File: src/rtl/axi_pkg.sv
// Shared AXI types for the burst address generator: burst/response encodings,
// field widths and the latched address-channel request.
package axi_pkg;

  localparam int unsigned AXI_ADDR_WIDTH    = 32;
  localparam int unsigned AXI_LEN_WIDTH     = 8;
  localparam int unsigned AXI_SIZE_WIDTH    = 3;
  localparam int unsigned AXI_LEN_MAX_BYTES = 4096;

  typedef enum logic [1:0] {
    AXI_BURST_FIXED = 2'b00,
    AXI_BURST_INCR  = 2'b01,
    AXI_BURST_WRAP  = 2'b10,
    AXI_BURST_RSVD  = 2'b11
  } axi_burst_e;

  typedef enum logic [1:0] {
    AXI_RESP_OKAY   = 2'b00,
    AXI_RESP_EXOKAY = 2'b01,
    AXI_RESP_SLVERR = 2'b10,
    AXI_RESP_DECERR = 2'b11
  } axi_resp_e;

  typedef struct packed {
    logic [AXI_ADDR_WIDTH-1:0] addr;
    logic [AXI_LEN_WIDTH-1:0]  len;
    logic [AXI_SIZE_WIDTH-1:0] size;
    axi_burst_e                burst;
  } axi_ax_req_t;

  typedef enum logic {StIdle, StActive} gen_state_e;

endpackage

File: src/rtl/axi_strb_gen.sv
// Combinational byte-lane strobe for one beat: lanes from the (possibly unaligned)
// address up to the end of the size-aligned container.
module axi_strb_gen
  import axi_pkg::*;
#(
  parameter int unsigned DW = 32,
  localparam int unsigned NB = DW / 8,
  localparam int unsigned LW = (NB > 1) ? $clog2(NB) : 1
) (
  input  logic [LW-1:0]             addr_lo,
  input  logic [AXI_SIZE_WIDTH-1:0] size,
  output logic [NB-1:0]             strb
);

  int unsigned lo, hi, nbytes;

  always_comb begin
    lo     = 32'(addr_lo) & (NB - 1);
    nbytes = 32'd1 << size;
    hi     = (lo & ~(nbytes - 1)) + nbytes - 1;
    strb   = '0;
    for (int unsigned i = 0; i < NB; i++) begin
      strb[i] = (i >= lo) && (i <= hi);
    end
  end

endmodule

File: src/rtl/axi_burst_addr_gen.sv
// Expands one AXI AR/AW request into per-beat address, strobe, index, last and response.
// Optional 4 KB page-crossing check for INCR bursts: define AXI_ADDR_GEN_4K_CHECK_EN.
module axi_burst_addr_gen
  import axi_pkg::*;
#(
  parameter int unsigned AW = AXI_ADDR_WIDTH,  // struct addr field is AXI_ADDR_WIDTH wide
  parameter int unsigned DW = 32
) (
  input  logic                      clk,
  input  logic                      rst,
  input  logic                      req_valid,
  output logic                      req_ready,
  input  logic [AW-1:0]             req_addr,
  input  logic [AXI_LEN_WIDTH-1:0]  req_len,
  input  logic [AXI_SIZE_WIDTH-1:0] req_size,
  input  logic [1:0]                req_burst,
  output logic                      beat_valid,
  input  logic                      beat_ready,
  output logic [AW-1:0]             beat_addr,
  output logic [DW/8-1:0]           beat_strb,
  output logic [AXI_LEN_WIDTH-1:0]  beat_idx,
  output logic                      beat_last,
  output logic [1:0]                beat_resp,
  output logic                      busy
);

  localparam int unsigned NB       = DW / 8;
  localparam int unsigned LW       = (NB > 1) ? $clog2(NB) : 1;
  localparam int unsigned MAX_SIZE = $clog2(NB);

  gen_state_e               state_q, state_d;
  axi_ax_req_t              req_q, req_d;
  logic [AW-1:0]            addr_q, addr_d, mask_q, mask_d;
  logic [AXI_LEN_WIDTH-1:0] idx_q, idx_d;
  logic                     err_q, err_d;

  logic          beat_fire, last_fire, accept, req_err, page_cross;
  logic [AW-1:0] size_bytes, total_bytes, beat_bytes, cur_inc, next_addr;
  logic [NB-1:0] strb_raw;

  assign beat_valid = (state_q == StActive);
  assign busy       = beat_valid;
  assign beat_last  = beat_valid && (idx_q == req_q.len);
  assign beat_fire  = beat_valid && beat_ready;
  assign last_fire  = beat_fire && beat_last;
  assign req_ready  = !rst && ((state_q == StIdle) || last_fire);
  assign accept     = req_valid && req_ready;

  assign beat_addr = beat_valid ? addr_q : '0;
  assign beat_idx  = beat_valid ? idx_q : '0;
  assign beat_strb = (beat_valid && !err_q) ? strb_raw : '0;
  assign beat_resp = (beat_valid && err_q) ? AXI_RESP_SLVERR : AXI_RESP_OKAY;

  axi_strb_gen #(
    .DW(DW)
  ) u_strb_gen (
    .addr_lo(addr_q[LW-1:0]),
    .size   (req_q.size),
    .strb   (strb_raw)
  );

  assign size_bytes  = AW'(1) << req_size;
  assign total_bytes = (AW'(req_len) + AW'(1)) << req_size;

`ifdef AXI_ADDR_GEN_4K_CHECK_EN
  localparam int unsigned PB = $clog2(AXI_LEN_MAX_BYTES);
  logic [AW:0] last_byte;
  // One extra bit so a burst running off the top of the address space also counts as crossing.
  assign last_byte  = {1'b0, req_addr & ~(size_bytes - AW'(1))} + {1'b0, total_bytes}
                      - {{AW{1'b0}}, 1'b1};
  assign page_cross = (last_byte[AW:PB] != {1'b0, req_addr[AW-1:PB]});
`else
  assign page_cross = 1'b0;
`endif

  always_comb begin
    req_err = 1'b0;
    if (axi_burst_e'(req_burst) == AXI_BURST_RSVD) req_err = 1'b1;
    if (32'(req_size) > MAX_SIZE) req_err = 1'b1;
    if (axi_burst_e'(req_burst) == AXI_BURST_WRAP) begin
      if (!(req_len inside {8'd1, 8'd3, 8'd7, 8'd15})) req_err = 1'b1;
      if ((req_addr & (size_bytes - AW'(1))) != '0) req_err = 1'b1;
    end
    if ((axi_burst_e'(req_burst) == AXI_BURST_INCR) && page_cross) req_err = 1'b1;
  end

  // Wrap bursts keep the bits above the wrap window and roll the bits inside it.
  assign beat_bytes = AW'(1) << req_q.size;
  assign cur_inc    = (addr_q & ~(beat_bytes - AW'(1))) + beat_bytes;

  always_comb begin
    next_addr = cur_inc;
    if (err_q) begin
      next_addr = req_q.addr;
    end else begin
      case (req_q.burst)
        AXI_BURST_FIXED: next_addr = req_q.addr;
        AXI_BURST_WRAP:  next_addr = (addr_q & ~mask_q) | (cur_inc & mask_q);
        default:         next_addr = cur_inc;
      endcase
    end
  end

  always_comb begin
    state_d = state_q;
    req_d   = req_q;
    addr_d  = addr_q;
    mask_d  = mask_q;
    idx_d   = idx_q;
    err_d   = err_q;
    if (beat_fire && !beat_last) begin
      addr_d = next_addr;
      idx_d  = idx_q + 8'd1;
    end
    if (last_fire) state_d = StIdle;
    if (accept) begin
      state_d = StActive;
      req_d   = '{addr: req_addr, len: req_len, size: req_size, burst: axi_burst_e'(req_burst)};
      addr_d  = req_addr;
      idx_d   = '0;
      err_d   = req_err;
      mask_d  = total_bytes - AW'(1);
    end
  end

  always_ff @(posedge clk) begin
    if (rst) begin
      state_q <= StIdle;
      req_q   <= '0;
      addr_q  <= '0;
      mask_q  <= '0;
      idx_q   <= '0;
      err_q   <= 1'b0;
    end else begin
      state_q <= state_d;
      req_q   <= req_d;
      addr_q  <= addr_d;
      mask_q  <= mask_d;
      idx_q   <= idx_d;
      err_q   <= err_d;
    end
  end

endmodule

File: config.mk
export PLATFORM = sky130hd
export DESIGN_NAME = axi_burst_addr_gen
export DESIGN_NICKNAME = d
export VERILOG_FILES = /design/src/rtl/axi_pkg.sv /design/src/rtl/axi_strb_gen.sv /design/src/rtl/axi_burst_addr_gen.sv
export SDC_FILE = /design/constraint.sdc
export NUM_CORES = 1
export LEC_CHECK = 0
export CAP_MARGIN = 5
export CORE_ASPECT_RATIO = 2
export CORE_MARGIN = 8
export CORE_UTILIZATION = 58
export DETAILED_ROUTE_END_ITERATION = 7
export PLACE_DENSITY = 0.93
export SLEW_MARGIN = 20
export SYNTH_ARGS = -nofsm -noshare
export SYNTH_HDL_FRONTEND = slang
export SYNTH_SLANG_ARGS = --single-unit
File: constraint.sdc
create_clock -name clk -period 5.8 [get_ports clk]
set_input_delay 1.74 -clock clk [delete_from_list [all_inputs] [get_ports clk]]
set_output_delay 1.74 -clock clk [all_outputs]
set_load 0.02 [all_outputs]
==> summary.md <==
| Metric | Value |
|---|---|
| Status | `complete, but fails checks` |
| Max frequency | `roughly 180 MHz` |
| Element type at the critical path start | `flip-flop` |
| Worst path arrival time | `between 3000 and 4000 ps` |
| Ys flop type | `dfxtp_1` |
| Placed cell area | `9892 um2` |
| Hold Vio Cnt, Final | `0` |
| Ys async rst share | `0` |
| Sw power | `around 0.0010 W` |
| Initial Util | `0.5831` |
| Worst skew pair latency | `around 430 ps` |
| Clock power frac | `0.362` |
| Number of synthesized flops with an enable pin | `0` |
| Synth cell types | `85` |
| Clock root cell | `clkbuf_16` |
| Die Y | `190.4 um` |
| Mapped Nets | `1287` |
| Most frequent cells in the layout | `nand2_1 (153), dfxtp_1 (117), clkdlybuf4s50_1 (94)` |
| CTS tree | `yes` |
| Register area share after synthesis | `0.2677` |
| Antenna-violating nets left | `0` |
| Pwr Total | `0.002843 W` |
| RSZ-0062 raised after global routing | `no` |
| Crit path kind | `reg2out` |
| IO Port Bufs | `97` |
| Diodes inserted | `0` |
| Die area | `19660 um2` |
| #FFs+latches synth | `118` |
| Register area | `2364 um2` |
| CP max stage cell | `dfxtp_2` |
| I/O Pins | `99` |
| Syn_area_per_cell | `approximately 7.3 um2` |
| Layout cells sized above 1 | `0.07048` |
| Final TNS setup | `0 ps` |
| Switch share | `0.3666` |
| Leading cell type in the layout, fill and taps excluded | `nand2_1` |
| DR WL/cell | `22.13 um` |
| CP Cell Sequence | `nor3b_4 > inv_1 > ha_1 > nand2_1 > nand2_1 > ha_1 > a21oi_1 > o21bai_1 > a21oi_1 > o21bai_1 > a21oi_1 > ha_1 > nand4b_1 > nor3_1 > o211a_1 > a31oi_1 > dlygate4sd2_1` |
| Post-route design area | `10490 um2` |
| Gr usage total | `0.3313` |
| Least-Margin Pin Slew | `949.7 ps` |
| Maximum VDD drop | `around 0.00025 V` |
| Final WL | `32640 um` |
| Vias | `slightly above 10000` |
| Reg2Reg Depth | `18` |
| Reg2reg setup slack | `680 ps` |
| Min Clock Period, post-route | `5589 ps` |
| Hold_sp | `req_q[41]` |
| Final Wtd Congestion | `between 0.9 and 1` |
| Clock sinks | `118` |
| Worst path required time | `around 4000 ps` |
| Placed Instances | `1442` |
| Hold_ws | `456.6 ps` |
| Logic pwr share | `0.296` |
| Fillers | `1159` |
| Int Power | `0.001801 W` |
| Setup violators final | `0` |
| First-pass GRT wire length | `around 50000 um` |
| Mapped Cells | `1211` |
| CTS buffer count | `17` |
| Fin crit share | `0.9637` |
| Sequential share of power | `0.341` |
| Layout Nets | `1340` |
| Setup crit end kind | `output pin` |
| FF-to-FF End | `addr_q[15]` |
| Max incr delay on CP | `410 ps` |
| Hold buffers post-CTS | `0` |
| Core footprint | `15130 um2` |
| Clk slew on worst S/H paths | `60 ps` |
| Die Wd | `103.2 um` |
| Violated checks | `design-rule violations` |
| HP Class | `reg2reg` |
| First-pass iteration count of the detailed router | `8` |
| FF-to-FF Start | `req_q[4]` |
| Static Leak | `4.005 nW` |
| PwrDens | `about 270 nW/um2` |
| Multi-input gate area | `5951 um2` |
| Gr ovfl total | `0` |
| Initial drt markers | `1253` |
| Hold depth | `2` |
| Clock Path Buffers | `2` |
| Vias in the first global route | `between 9000 and 10000` |
| Vias per Instance | `approximately 7` |
| Slew headroom | `0.3653` |
| Largest net degree at the start of global routing | `46` |
| Area growth syn-to-layout | `18.89%` |
| Worst Hold Path EP | `req_q[41]` |
| Number of remaining DRC errors | `1` |
| Initial antenna violation count | `0` |
| Final Max Slew Viols | `0` |
| Crit Path Max Fanout | `5` |
| Mapped cell area | `8825 um2` |
| H-tree levels | `4` |
| Synth warn | `0` |
| Max-cap violations | `0` |
| Clk_skew | `18.00 ps` |
| Post-DP HPWL | `22380 um` |
| FP Rows | `64` |
| Layout Cells excl Fill | `roughly 1500` |
[logic make-up (layout without fill, tap and decap cells)]
family,Yosys count,count (layout),synth area share
mux,16,16,0.01914
flops,118,118,0.2677
buf+inv,137,203,0.06309
compound gates,385,385,0.2939
other cells,1,1,0.0004249
simple gates,491,491,0.2809
xor+xnor,36,36,0.03573
fa+ha+maj,27,27,0.03913
[synth_stat cells (6+ instances only)]
library cell	n	area share
a211o_1	9	0.0089
a211oi_1	15	0.013
a21o_1	11	0.0094
a21oi_1	82	0.047
a221oi_1	10	0.0099
a22o_1	16	0.016
a22oi_1	7	0.0060
a311oi_1	6	0.0060
a31oi_1	13	0.0092
and2_1	47	0.033
and3_1	22	0.016
buf_1	7	0.0030
buf_2	9	0.0051
clkbuf_1	70	0.030
dfxtp_1	118	0.27
ha_1	26	0.037
inv_1	42	0.018
mux2_2	7	0.0089
mux2i_1	9	0.010
nand2_1	153	0.065
nand2b_1	9	0.0064
nand3_1	52	0.029
nand3b_1	11	0.0094
nand4_1	15	0.011
nor2_1	89	0.038
nor3_1	26	0.015
nor3b_1	16	0.014
o211ai_1	23	0.020
o21a_1	6	0.0051
o21ai_0	94	0.053
o22ai_1	8	0.0057
o31ai_1	15	0.013
or3_1	12	0.0085
xnor2_1	22	0.022
xor2_1	14	0.014
[timing repair]
action / 4_1_cts / 5_1_grt
setup endpoints to repair: 3 / 3
pin swaps: 1 / 0
gates resized for setup: 4 / 5
buffers inserted: 1 / 0
endpoints found under the hold margin: 0 / 0
[state kept, by name (all words and copies together) (netlist names)]
signal	cells
addr_q	32
mask_q	31
err_q	1
req_q	45
idx_q	8
beat_valid	1
[layer usage]
metal	up-vias	GRT usage	wire length (um)
li1	4548	-	-
met1	4735	0.3711	11150
met2	848	0.5347	15440
met3	211	0.08632	3882
met4	0	0.2170	2176
met5	-	0	0
[stage by stage]
step | utilization | worst slack (ps)
after floorplan | - | 479.2
after global placement | 0.6536 | 415.9
after detailed placement | 0.6536 | 168.4
after CTS | 0.6920 | 9.509
after global routing | 0.6932 | 4.039
final | 0.6932 | 210.6
[power by group through the flow]
stage | Combinational (W) | Sequential (W) | Clock (W)
after floorplan | 0.000559 | 0.000937 | 0
after global placement | 0.000767 | 0.000972 | 0
after detailed placement | 0.000794 | 0.000977 | 0
after global routing | 0.000899 | 0.000974 | 0.00106
final | 0.000843 | 0.000970 | 0.00103
after CTS | 0.000809 | 0.000961 | 0.00102
[area by class of cell]
| cell class | instances | area share |
|---|---|---|
| multi-input combinational | 956 | 0.5672 |
| timing repair buffer | 127 | 0.1141 |
| clock inverter | 13 | 0.01181 |
| inverter | 44 | 0.01574 |
| tap | 198 | 0.02361 |
| clock buffer | 19 | 0.04222 |
| sequential | 118 | 0.2253 |
[worst max-delay path: cells and delay by family (launching register included)]
| family | cells | cell delay (ps) |
|---|---|---|
| adders and majority gates | 3 | 890 |
| and+or+nand+nor | 5 | 720 |
| AOI/OAI and AO/OA | 7 | 1010 |
| DFF | 1 | 410 |
| buffers and inverters | 2 | 410 |
[worst max path at each step]
stage,from,slack [ps],endpoint
6_report,req_q[2],210,beat_strb[2]
5_1_grt,req_q[2],4,beat_strb[3]
4_1_cts,req_q[2],10,beat_strb[1]
3_5_place_dp,req_q[2],170,beat_strb[3]
3_3_place_gp,req_q[3],420,beat_strb[3]
2_1_floorplan,req_q[2],480,beat_strb[3]
(Power assumes the default switching activity.)
